## config.mk

```make
export PLATFORM = sky130hd
export DESIGN_NAME = pet_stats_engine_flat
export DESIGN_NICKNAME = d
export VERILOG_FILES = /design/src/rtl/pet_stats_engine_if.sv /design/src/rtl/pet_stats_engine.sv /design/src/flat_wrapper.sv
export SDC_FILE = /design/constraint.sdc
export NUM_CORES = 1
export LEC_CHECK = 0
export ABC_AREA = 1
export BUFFER_PORTS_ARGS = -buffer_cell sky130_fd_sc_hd__buf_2
export CORE_MARGIN = 2
export CORE_UTILIZATION = 33
export CTS_CLUSTER_SIZE = 25
export DETAILED_ROUTE_END_ITERATION = 10
export PLACE_DENSITY = 0.54
export SLEW_MARGIN = 20
export SYNTH_ARGS = -nofsm -noshare
export SYNTH_HDL_FRONTEND = slang
export SYNTH_SLANG_ARGS = --single-unit
```

## constraint.sdc

```tcl
create_clock -name clk -period 7.3 [get_ports clk]
set_clock_uncertainty 0.1 [all_clocks]
set_input_delay 0.365 -clock clk [delete_from_list [all_inputs] [get_ports clk]]
set_output_delay 0.365 -clock clk [all_outputs]
set_load 0.005 [all_outputs]
```

## src/rtl/pet_stats_engine_if.sv

```systemverilog
// Command handshake bundle between the UART command path and the pet stats engine.
interface pet_stats_engine_if;
  logic       cmd_valid;
  logic [7:0] cmd_code;
  logic       cmd_ready;
  logic       cmd_err;

  modport master (output cmd_valid, output cmd_code, input cmd_ready, input cmd_err);
  modport slave  (input cmd_valid, input cmd_code, output cmd_ready, output cmd_err);
endinterface

```

## src/rtl/pet_stats_engine.sv

```systemverilog
// Saturating pet need counters with random tick decay, care commands and an
// awake/asleep state machine keyed off the energy channel.
module pet_stats_engine #(
  parameter int unsigned NUM_STATS  = 5,
  parameter int unsigned STAT_W     = 5,
  parameter int unsigned INIT_VAL   = 16,
  parameter int unsigned CMD_STEP   = 4,
  parameter int unsigned ENERGY_IDX = 3,
  parameter int unsigned ALARM_LVL  = 3,
  parameter int unsigned CRIT_CNT   = 2
) (
  input  logic                        clk,
  input  logic                        reset,
  input  logic                        tick_in,
  input  logic [7:0]                  rnd,
  pet_stats_engine_if.slave           cmd_bus,
  output logic [NUM_STATS*STAT_W-1:0] stats_flat,
  output logic                        is_sleeping,
  output logic [NUM_STATS-1:0]        alarm,
  output logic                        critical,
  output logic [15:0]                 age
);

  localparam int unsigned EXT_W = STAT_W + 1;
  localparam int unsigned CNT_W = $clog2(NUM_STATS + 1);
  localparam int unsigned E_IDX = (ENERGY_IDX < NUM_STATS) ? ENERGY_IDX : 0;
  localparam logic [STAT_W-1:0] STAT_MAX = {STAT_W{1'b1}};

  localparam logic [2:0] OP_NOP   = 3'd0;
  localparam logic [2:0] OP_ADD   = 3'd1;
  localparam logic [2:0] OP_FILL  = 3'd2;
  localparam logic [2:0] OP_CLEAR = 3'd3;
  localparam logic [2:0] OP_SLEEP = 3'd4;
  localparam logic [2:0] OP_WAKE  = 3'd5;

  typedef enum logic {AWAKE = 1'b0, ASLEEP = 1'b1} state_t;

  state_t            state_q;
  logic [STAT_W-1:0] stat_q [NUM_STATS];
  logic [STAT_W-1:0] stat_d [NUM_STATS];
  logic [2:0]        op;
  logic [2:0]        idx;
  logic              accept;
  logic              cmd_bad;
  logic              cmd_ok;
  logic [CNT_W-1:0]  zero_cnt;

  assign cmd_bus.cmd_ready = ~reset;
  assign op     = cmd_bus.cmd_code[7:5];
  assign idx    = cmd_bus.cmd_code[2:0];
  assign accept = cmd_bus.cmd_valid & cmd_bus.cmd_ready;
  assign cmd_ok = accept & ~cmd_bad;

  // Rejected commands: reserved opcode, bad channel, or anything but NOP/WAKE while asleep.
  always_comb begin : decode
    cmd_bad = 1'b0;
    if (op[2:1] == 2'b11) cmd_bad = 1'b1;
    if ((op == OP_ADD || op == OP_FILL || op == OP_CLEAR) && 32'(idx) >= NUM_STATS) cmd_bad = 1'b1;
    if (state_q == ASLEEP && op != OP_NOP && op != OP_WAKE) cmd_bad = 1'b1;
    cmd_bad = cmd_bad & accept;
  end

  // Decay first, then the command acts on the decayed value; one clamp at the end.
  always_comb begin : next_stats
    logic [EXT_W-1:0] ext;
    ext = '0;
    for (int k = 0; k < int'(NUM_STATS); k++) begin
      ext = {1'b0, stat_q[k]};
      if (tick_in) begin
        if (state_q == AWAKE) begin
          if (rnd[3'(k)] && stat_q[k] != '0) ext = ext - EXT_W'(1);
        end else if (k == int'(E_IDX) && stat_q[k] != STAT_MAX) begin
          ext = ext + EXT_W'(1);
        end
      end
      if (cmd_ok && idx == 3'(k)) begin
        case (op)
          OP_ADD:   ext = ext + EXT_W'(CMD_STEP);
          OP_FILL:  ext = {1'b0, STAT_MAX};
          OP_CLEAR: ext = '0;
          default:  ;
        endcase
      end
      stat_d[k] = (ext > {1'b0, STAT_MAX}) ? STAT_MAX : ext[STAT_W-1:0];
    end
  end

  always_comb begin : flags
    zero_cnt   = '0;
    alarm      = '0;
    stats_flat = '0;
    for (int k = 0; k < int'(NUM_STATS); k++) begin
      stats_flat[k*STAT_W +: STAT_W] = stat_q[k];
      alarm[k] = (32'(stat_q[k]) <= ALARM_LVL);
      if (stat_q[k] == '0) zero_cnt = zero_cnt + CNT_W'(1);
    end
    critical = (32'(zero_cnt) >= CRIT_CNT);
  end

  always_ff @(posedge clk or posedge reset) begin
    if (reset) begin
      for (int k = 0; k < int'(NUM_STATS); k++) stat_q[k] <= STAT_W'(INIT_VAL);
      state_q         <= AWAKE;
      cmd_bus.cmd_err <= 1'b0;
      age             <= '0;
    end else begin
      for (int k = 0; k < int'(NUM_STATS); k++) stat_q[k] <= stat_d[k];
      cmd_bus.cmd_err <= cmd_bad;
      if (tick_in && !critical && age != 16'hFFFF) age <= age + 16'd1;
      // Command-driven transitions take priority over the energy-driven ones.
      case (state_q)
        AWAKE: begin
          if (cmd_ok && op == OP_SLEEP)   state_q <= ASLEEP;
          else if (stat_q[E_IDX] == '0)   state_q <= ASLEEP;
        end
        ASLEEP: begin
          if (cmd_ok && op == OP_WAKE)        state_q <= AWAKE;
          else if (stat_q[E_IDX] == STAT_MAX) state_q <= AWAKE;
        end
        default: state_q <= AWAKE;
      endcase
    end
  end

  assign is_sleeping = (state_q == ASLEEP);

endmodule

```

## src/flat_wrapper.sv

```systemverilog
// flat-port wrapper written by rule: the top's interface ports become plain ports
module pet_stats_engine_flat 
#(
  parameter int unsigned NUM_STATS  = 5,
  parameter int unsigned STAT_W     = 5,
  parameter int unsigned INIT_VAL   = 16,
  parameter int unsigned CMD_STEP   = 4,
  parameter int unsigned ENERGY_IDX = 3,
  parameter int unsigned ALARM_LVL  = 3,
  parameter int unsigned CRIT_CNT   = 2
)
  (clk, reset, tick_in, rnd, stats_flat, is_sleeping, alarm, critical, age, cmd_bus_cmd_valid, cmd_bus_cmd_code, cmd_bus_cmd_ready, cmd_bus_cmd_err);
  pet_stats_engine_if cmd_bus_i ();
  input  logic clk;
  input  logic reset;
  input  logic tick_in;
  input  logic [7:0] rnd;
  output logic [NUM_STATS*STAT_W-1:0] stats_flat;
  output logic is_sleeping;
  output logic [NUM_STATS-1:0] alarm;
  output logic critical;
  output logic [15:0] age;
  input wire logic [$bits(cmd_bus_i.cmd_valid)-1:0] cmd_bus_cmd_valid;
  input wire logic [$bits(cmd_bus_i.cmd_code)-1:0] cmd_bus_cmd_code;
  output wire logic [$bits(cmd_bus_i.cmd_ready)-1:0] cmd_bus_cmd_ready;
  output wire logic [$bits(cmd_bus_i.cmd_err)-1:0] cmd_bus_cmd_err;
  assign cmd_bus_i.cmd_valid = cmd_bus_cmd_valid;
  assign cmd_bus_i.cmd_code = cmd_bus_cmd_code;
  assign cmd_bus_cmd_ready = cmd_bus_i.cmd_ready;
  assign cmd_bus_cmd_err = cmd_bus_i.cmd_err;
  pet_stats_engine #(.NUM_STATS(NUM_STATS), .STAT_W(STAT_W), .INIT_VAL(INIT_VAL), .CMD_STEP(CMD_STEP), .ENERGY_IDX(ENERGY_IDX), .ALARM_LVL(ALARM_LVL), .CRIT_CNT(CRIT_CNT)) u_core (.clk(clk), .reset(reset), .tick_in(tick_in), .rnd(rnd), .cmd_bus(cmd_bus_i), .stats_flat(stats_flat), .is_sleeping(is_sleeping), .alarm(alarm), .critical(critical), .age(age));
endmodule
```

==> results.yml, run 1 <==
worst_setup_path:
  cpMaxStageDelayCell: "nand3_2"
  crit_buf_inv: 3
  max_stage_delay_ns: 0.46
  end_kind: "flip-flop"
  crit_arrival_ns: 3.93
  path_cells: "inv_1, ha_1, nand3_1, ha_1, inv_1, or2_2, nand2_1, inv_1, ha_1, nand3_1, nand2_1, ha_1, nand4_1, xor2_1, xnor2_2, nand3_2, o21ai_1, nand2_1"
  worstPathMaxFanout: 31
  cp.required_ns: 7.37
  start_kind: "flip-flop"
  crit_type: "reg -> reg"
  crit_family: "simple AND/OR/NAND/NOR gates"
  cpMostUsedCell: "ha_1"
sta:
  setup_violations: 0
  fmax_ghz: 0.259
  tns_ns: 0
  timing.final.hold_violations: 0
  slew_headroom_pct: 37.5
  report.final.slew_viol_count: 0
  rsz0062_at_grt: "false"
  finalCritPeriodShare_pct: 52.9
  fin_crit_ns: 3.86
  setup_slack_ns: 3.44
  tightestPinTransition_ns: 0.934
  hold_ws_ns: 0.158
global_route:
  grtUsageTotal_pct: 16.1
  grt_use_met1_pct: 21.1
  grt_max_degree: 44
  grt_pass1_wl_um: 16500
  gr-usage-met3_pct: 2.80
  top_usage_layer: "met2"
  antenna_found_initial: 0
  grt_use_met2_pct: 27.7
  grt_pass1_vias: 3547
  overflow: 0
power_and_ir_drop:
  power_leakage_nw: 2.25
  ir_worst_vdd_mv: 0.141
  p_comb_share_pct: 51.3
  switching_share_pct: 45.8
  switching_power_uw: 599
  p_int_uw: 710
  seqPwrFrac_pct: 31.6
  totalPowerFinal_mw: 1.31
  p_clk_share_pct: 17.0
  p_per_area_nw_per_um2: 301
yosys:
  synth_edf_count: 0
  ys_seq_area_share_pct: 28.8
  ys.flop_type: "dfrtp_1"
  ys_types: 42
  synth_area_leaders: "dfrtp_1, nand2_1, inv_1, ha_1, nand3_1"
  yosysWarnings: 0
  ys_async_sr_fraction_pct: 100
  syn_area_per_cell_um2: 6.64
  syn_nets: 608
  synth-seq-cells: 43
  synth_area_um2: 3750
  syn_inst: 565
  synth_top_area_share_pct: 25.3
  yosysTopAreaCell: "dfrtp_1"
route:
  avgRoutedWirePerCell_um: 12.5
  ant_nets: 0
  dr.pass1.iters: 5
  drc_errors: 0
  initialDrtViolationCount: 166
  wl_um: 9610
  via_per_inst: 4.79
  routed-via-count: 3682
cells_and_area:
  fill_cells: 1185
  antennaDiodeCount: 0
  utilization_pct: 39.6
  drive_gt1_share_pct: 17.0
  syn_to_final_growth_pct: 15.9
  nets: 671
  final_cells: 769
  fin_area_um2: 4350
worst_hold_path:
  hp-class: "in -> async"
place:
  pre_cts_ws_ns: 3.40
  port_buffers: 63
  placed_cell_area_um2: 4210
  dp_cells: 761
  gp_congestion: 0.809
  dp_hpwl_um: 7430
clock_tree:
  cts_tree: "built"
  clk_latency_ns: 0.29
  post_cts_resized: 0
  clock-sinks: 43
  ctsHoldBuffers: 0
  cts_buffers: 5
  root_buffer: "clkbuf_16"
  path_clk_slew_ns: 0.07
  cts.htree.levels: 2
  cts_setup_buffers: 0
  cts_buffer_depth: 2
die:
  dieHeight_um: 111
  dieArea_um2: 12200
  ios: 70
  core-area_um2: 11000
  initial_core_util_pct: 34.2
  die_x_um: 111
  rows: 38
status:
  status: "finished, final reports clean"
flow_run:
  drv_cap: 0
power by group through the flow:
stage	sequential, mW	combinational [mW]	clock, mW
after floorplan	0.405	0.476	0
after global placement	0.419	0.660	0
after detailed placement	0.420	0.671	0
after CTS	0.416	0.678	0.232
after global routing	0.432	0.786	0.241
final	0.414	0.672	0.223
cell families after synthesis:
group,count (synthesis),share of synthesized area [%]
AOI/OAI and AO/OA,84,12.1
xor gates and xnor gates,23,5.77
adders and majority gates,23,7.67
buffers and inverters,101,10.5
DFF,43,28.8
and+or+nand+nor,291,35.1
Yosys cell counts (all sizes together), types with 2 or more instances:
library cell and n:
nor4 2, a31oi 3, a21oi 22, clkbuf 4, buf 5, dfrtp 38, nor3 13, xor2 10
inv 92, dfstp 5, nand3 44, o21ai 48, o22ai 2, nor2 57, or2 3, nand2 155
nand3b 4, o211ai 3, o31ai 2, xnor2 13, ha 23, nand4 12
path summary, 6_finish.rpt:
check                                               start                          endpoint  slack (ns)  depth (start not counted)
hold reg to reg                 u_core.age[1]$_DFFE_PP0P_         u_core.age[1]$_DFFE_PP0P_        0.47                          2
max in group asynchronous                           reset   u_core.stats_flat[12]$_DFF_PP0_        6.54                          3
hold / removal                                      reset   u_core.stats_flat[16]$_DFF_PP0_        0.16                          3
setup / recovery           u_core.stats_flat[5]$_DFF_PP0_         u_core.age[5]$_DFFE_PP0P_        3.44                         18
min in group clk                                    reset  u_core.cmd_bus.cmd_err$_DFF_PP0_        0.32                          4
setup reg to reg           u_core.stats_flat[5]$_DFF_PP0_         u_core.age[5]$_DFFE_PP0P_        3.44                         18
tightest hold or removal path: stages:
cell and delay, ns:
buf_2 0.11, inv_2 0.05, buf_4 0.48
per-layer routing:
layer / up-vias / wire length (µm)
li1: 1937 / -
met1: 1674 / 4570
met2: 63 / 4620
met3: 8 / 336
met4: 0 / 91
met5: - / 0
registers in the layout (all words and copies together), names as in the netlist:
| register | count |
|---|---|
| u_core.age | 16 |
| u_core.cmd_bus.cmd_err | 1 |
| u_core.is_sleeping | 1 |
| u_core.stats_flat | 25 |
layout by cell type (no fill, tap or decap), types with 2 or more instances in the layout:
| cell | synthesis | layout |
|---|---|---|
| nor3_1 | 10 | 10 |
| dfstp_2 | 5 | 5 |
| o211ai_1 | 3 | 3 |
| o21ai_1 | 15 | 15 |
| inv_1 | 89 | 88 |
| buf_4 | 3 | 2 |
| nand3_1 | 41 | 41 |
| dfrtp_1 | 38 | 38 |
| nand3b_1 | 4 | 4 |
| o22ai_1 | 2 | 2 |
| nor3_2 | 2 | 2 |
| nand4_1 | 11 | 11 |
| or2_2 | 3 | 3 |
| nand2_2 | 2 | 2 |
| ha_1 | 23 | 23 |
| nor2_1 | 48 | 48 |
| nand3_2 | 3 | 3 |
| a21oi_1 | 21 | 21 |
| inv_2 | 3 | 4 |
| buf_2 | 2 | 63 |
| nor2_2 | 6 | 6 |
| a31oi_1 | 3 | 3 |
| clkbuf_16 | 0 | 5 |
| nand2_1 | 152 | 152 |
| o21ai_0 | 33 | 33 |
| nor2_4 | 3 | 3 |
| o31ai_1 | 2 | 2 |
| xor2_1 | 9 | 9 |
| nor4_1 | 2 | 2 |
| xnor2_1 | 12 | 12 |
cell type report:
cell class | instances | area (µm²) | area share [%]
clock buffer | 6 | 129 | 2.96
clock inverter | 2 | 12.5 | 0.288
inverter | 92 | 345 | 7.94
multi-input combinational | 421 | 2280 | 52.3
sequential | 43 | 1080 | 24.9
tap | 140 | 175 | 4.03
timing repair buffer | 65 | 330 | 7.59
Note: power is estimated with default switching activity, not from simulation.
==> inputs of run 2 (changes only) <==
clock period = 3.7 ns   (was 7.3 ns; I/O delays follow)
==> results.yml, run 2 (same netlist as run 1, synthesis figures left out) <==
status:
  status: "finished, final reports clean"
worst_setup_path:
  start_kind: "flip-flop"
  worstPathMaxFanout: 3
  cp-startpoint: "u_core.stats_flat[2]$_DFF_PP0_"
  r2r_slack_ns: 0.32
  crit_end: "critical"
  crit_arrival_ns: 3.23
  crit_type: "reg -> out"
  timing.rr.start: "u_core.stats_flat[2]$_DFF_PP0_"
  rr_worst_depth: 20
  end_kind: "output pin"
  cp.required_ns: 3.41
  r2r_end: "u_core.age[5]$_DFFE_PP0P_"
sta:
  setup_violations: 0
  fmax_ghz: 0.285
  fin_crit_ns: 3.51
  finalCritPeriodShare_pct: 94.9
  tightestPinTransition_ns: 0.424
  slew_headroom_pct: 71.4
  report.final.slew_viol_count: 0
  timing.final.hold_violations: 0
die:
  dieArea_um2: 12200
  dieHeight_um: 111
  ios: 70
  core-area_um2: 11000
  initial_core_util_pct: 34.2
  die_x_um: 111
  rows: 38
cells_and_area:
  fill_cells: 1170
  syn_to_final_growth_pct: 20.8
  nets: 684
  final_cells: 782
  largest_reg_flops: 25
  most-common-layout-cells: "nand2_1, inv_1, buf_2, nor2_1, nand3_1"
  final_common_cell: "nand2_1"
  final-seq-area_um2: 1080
  drive_gt1_share_pct: 21.0
  multi_input_area_um2: 2350
  antennaDiodeCount: 0
worst_hold_path:
  hp-class: "in -> reg"
place:
  gp_congestion: 0.811
  port_buffers: 63
  dp_hpwl_um: 7660
  dp_cells: 765
route:
  via_per_inst: 4.84
  routed-via-count: 3787
  initialDrtViolationCount: 176
  wl_um: 10100
  drc_errors: 0
  dr.pass1.iters: 4
  ant_nets: 0
  avgRoutedWirePerCell_um: 12.9
clock_tree:
  path_clk_slew_ns: 0.07
  cts_tree: "built"
  cts.htree.levels: 2
  clk_latency_ns: 0.29
  root_buffer: "clkbuf_16"
  cts_buffer_depth: 2
  cts_buffers: 5
  clock-sinks: 43
power_and_ir_drop:
  p_per_area_nw_per_um2: 609
  totalPowerFinal_mw: 2.76
  ir_worst_vdd_mv: 0.311
  power_leakage_nw: 2.32
flow_run:
  drv_cap: 0
global_route:
  grt_pass1_vias: 3551
  grt_max_degree: 32
  overflow: 0
  grt_pass1_wl_um: 16600
  grtUsageTotal_pct: 16.3
  antenna_found_initial: 0
==> run 2: final cells by class <==
cell class                 count  area share, %
clock buffer                   5           2.76
timing repair buffer          78           9.49
sequential                    43           23.9
clock inverter                 3          0.552
tap                          140           3.86
multi-input combinational    421           51.8
inverter                      92           7.62
==> run 2: worst min path at each step <==
stage	start	endpoint	slack [ns]	cells past startpoint
floorplan	reset	u_core.cmd_bus.cmd_err$_DFF_PP0_	0.29	3
global placement	reset	u_core.stats_flat[15]$_DFF_PP0_	0.12	2
detailed placement	reset	u_core.stats_flat[16]$_DFF_PP0_	0.13	2
CTS	cmd_bus_cmd_valid	u_core.cmd_bus.cmd_err$_DFF_PP0_	0.17	5
global route	cmd_bus_cmd_valid	u_core.cmd_bus.cmd_err$_DFF_PP0_	0.22	5
finish	cmd_bus_cmd_valid	u_core.cmd_bus.cmd_err$_DFF_PP0_	0.17	5
==> run 2: timing repair <==
| item | CTS | global route |
|---|---|---|
| endpoints found under the hold margin | 14 | 0 |
| setup endpoints to repair | 0 | 17 |
| buffers inserted | 0 | 8 |
| hold buffers | 1 | 0 |
| gates resized for setup | 0 | 19 |
==> run 2: through the flow <==
| stage | utilization [%] | area (µm²) | hold WS, ns | TNS, ns | setup slack (ns) |
|---|---|---|---|---|---|
| 5_1_grt | 41.3 | 4530 | 0.217 | -0.0219 | -0.0219 |
| 3_5_place_dp | 38.6 | 4240 | 0.131 | 0 | 0.153 |
| 3_3_place_gp | 38.6 | 4240 | 0.121 | 0 | 0.229 |
| 4_1_cts | 40.1 | 4400 | 0.169 | 0 | 0.0322 |
| 6_report | 41.3 | 4530 | 0.173 | 0 | 0.190 |
| 2_1_floorplan | - | 3750 | 0.292 | 0 | 0.418 |
==> run 2: worst max-delay path, stage by stage (launching register included) <==
cell and delay, ns:
dfrtp_1 0.39, inv_2 0.10, nand2_2 0.08, nor2_4 0.12
nand2_2 0.10, ha_4 0.28, inv_1 0.04, or2_2 0.30
nand2_2 0.07, inv_1 0.04, ha_1 0.26, nand3_1 0.09
nand2_1 0.08, ha_1 0.15, nand4_1 0.14, xor2_2 0.22
xnor2_2 0.19, nand2_1 0.12, buf_2 0.15
==> run 2: where the power goes <==
part	switching, mW	total [mW]	leakage, nW	internal (mW)
Sequential	0.191	0.827	0.531	0.636
Combinational	0.871	1.47	1.71	0.603
Clock	0.205	0.458	0.0700	0.253
Total	1.27	2.76	2.32	1.49
==> run 2: layer usage <==
layer / up-vias / track usage [%] / part of all wire [%]
li1: 1964 / - / -
met1: 1743 / 21.3 / 48
met2: 69 / 27.6 / 48
met3: 11 / 2.74 / 3.4
met4: 0 / 5.17 / 1.3
met5: - / 0 / 0
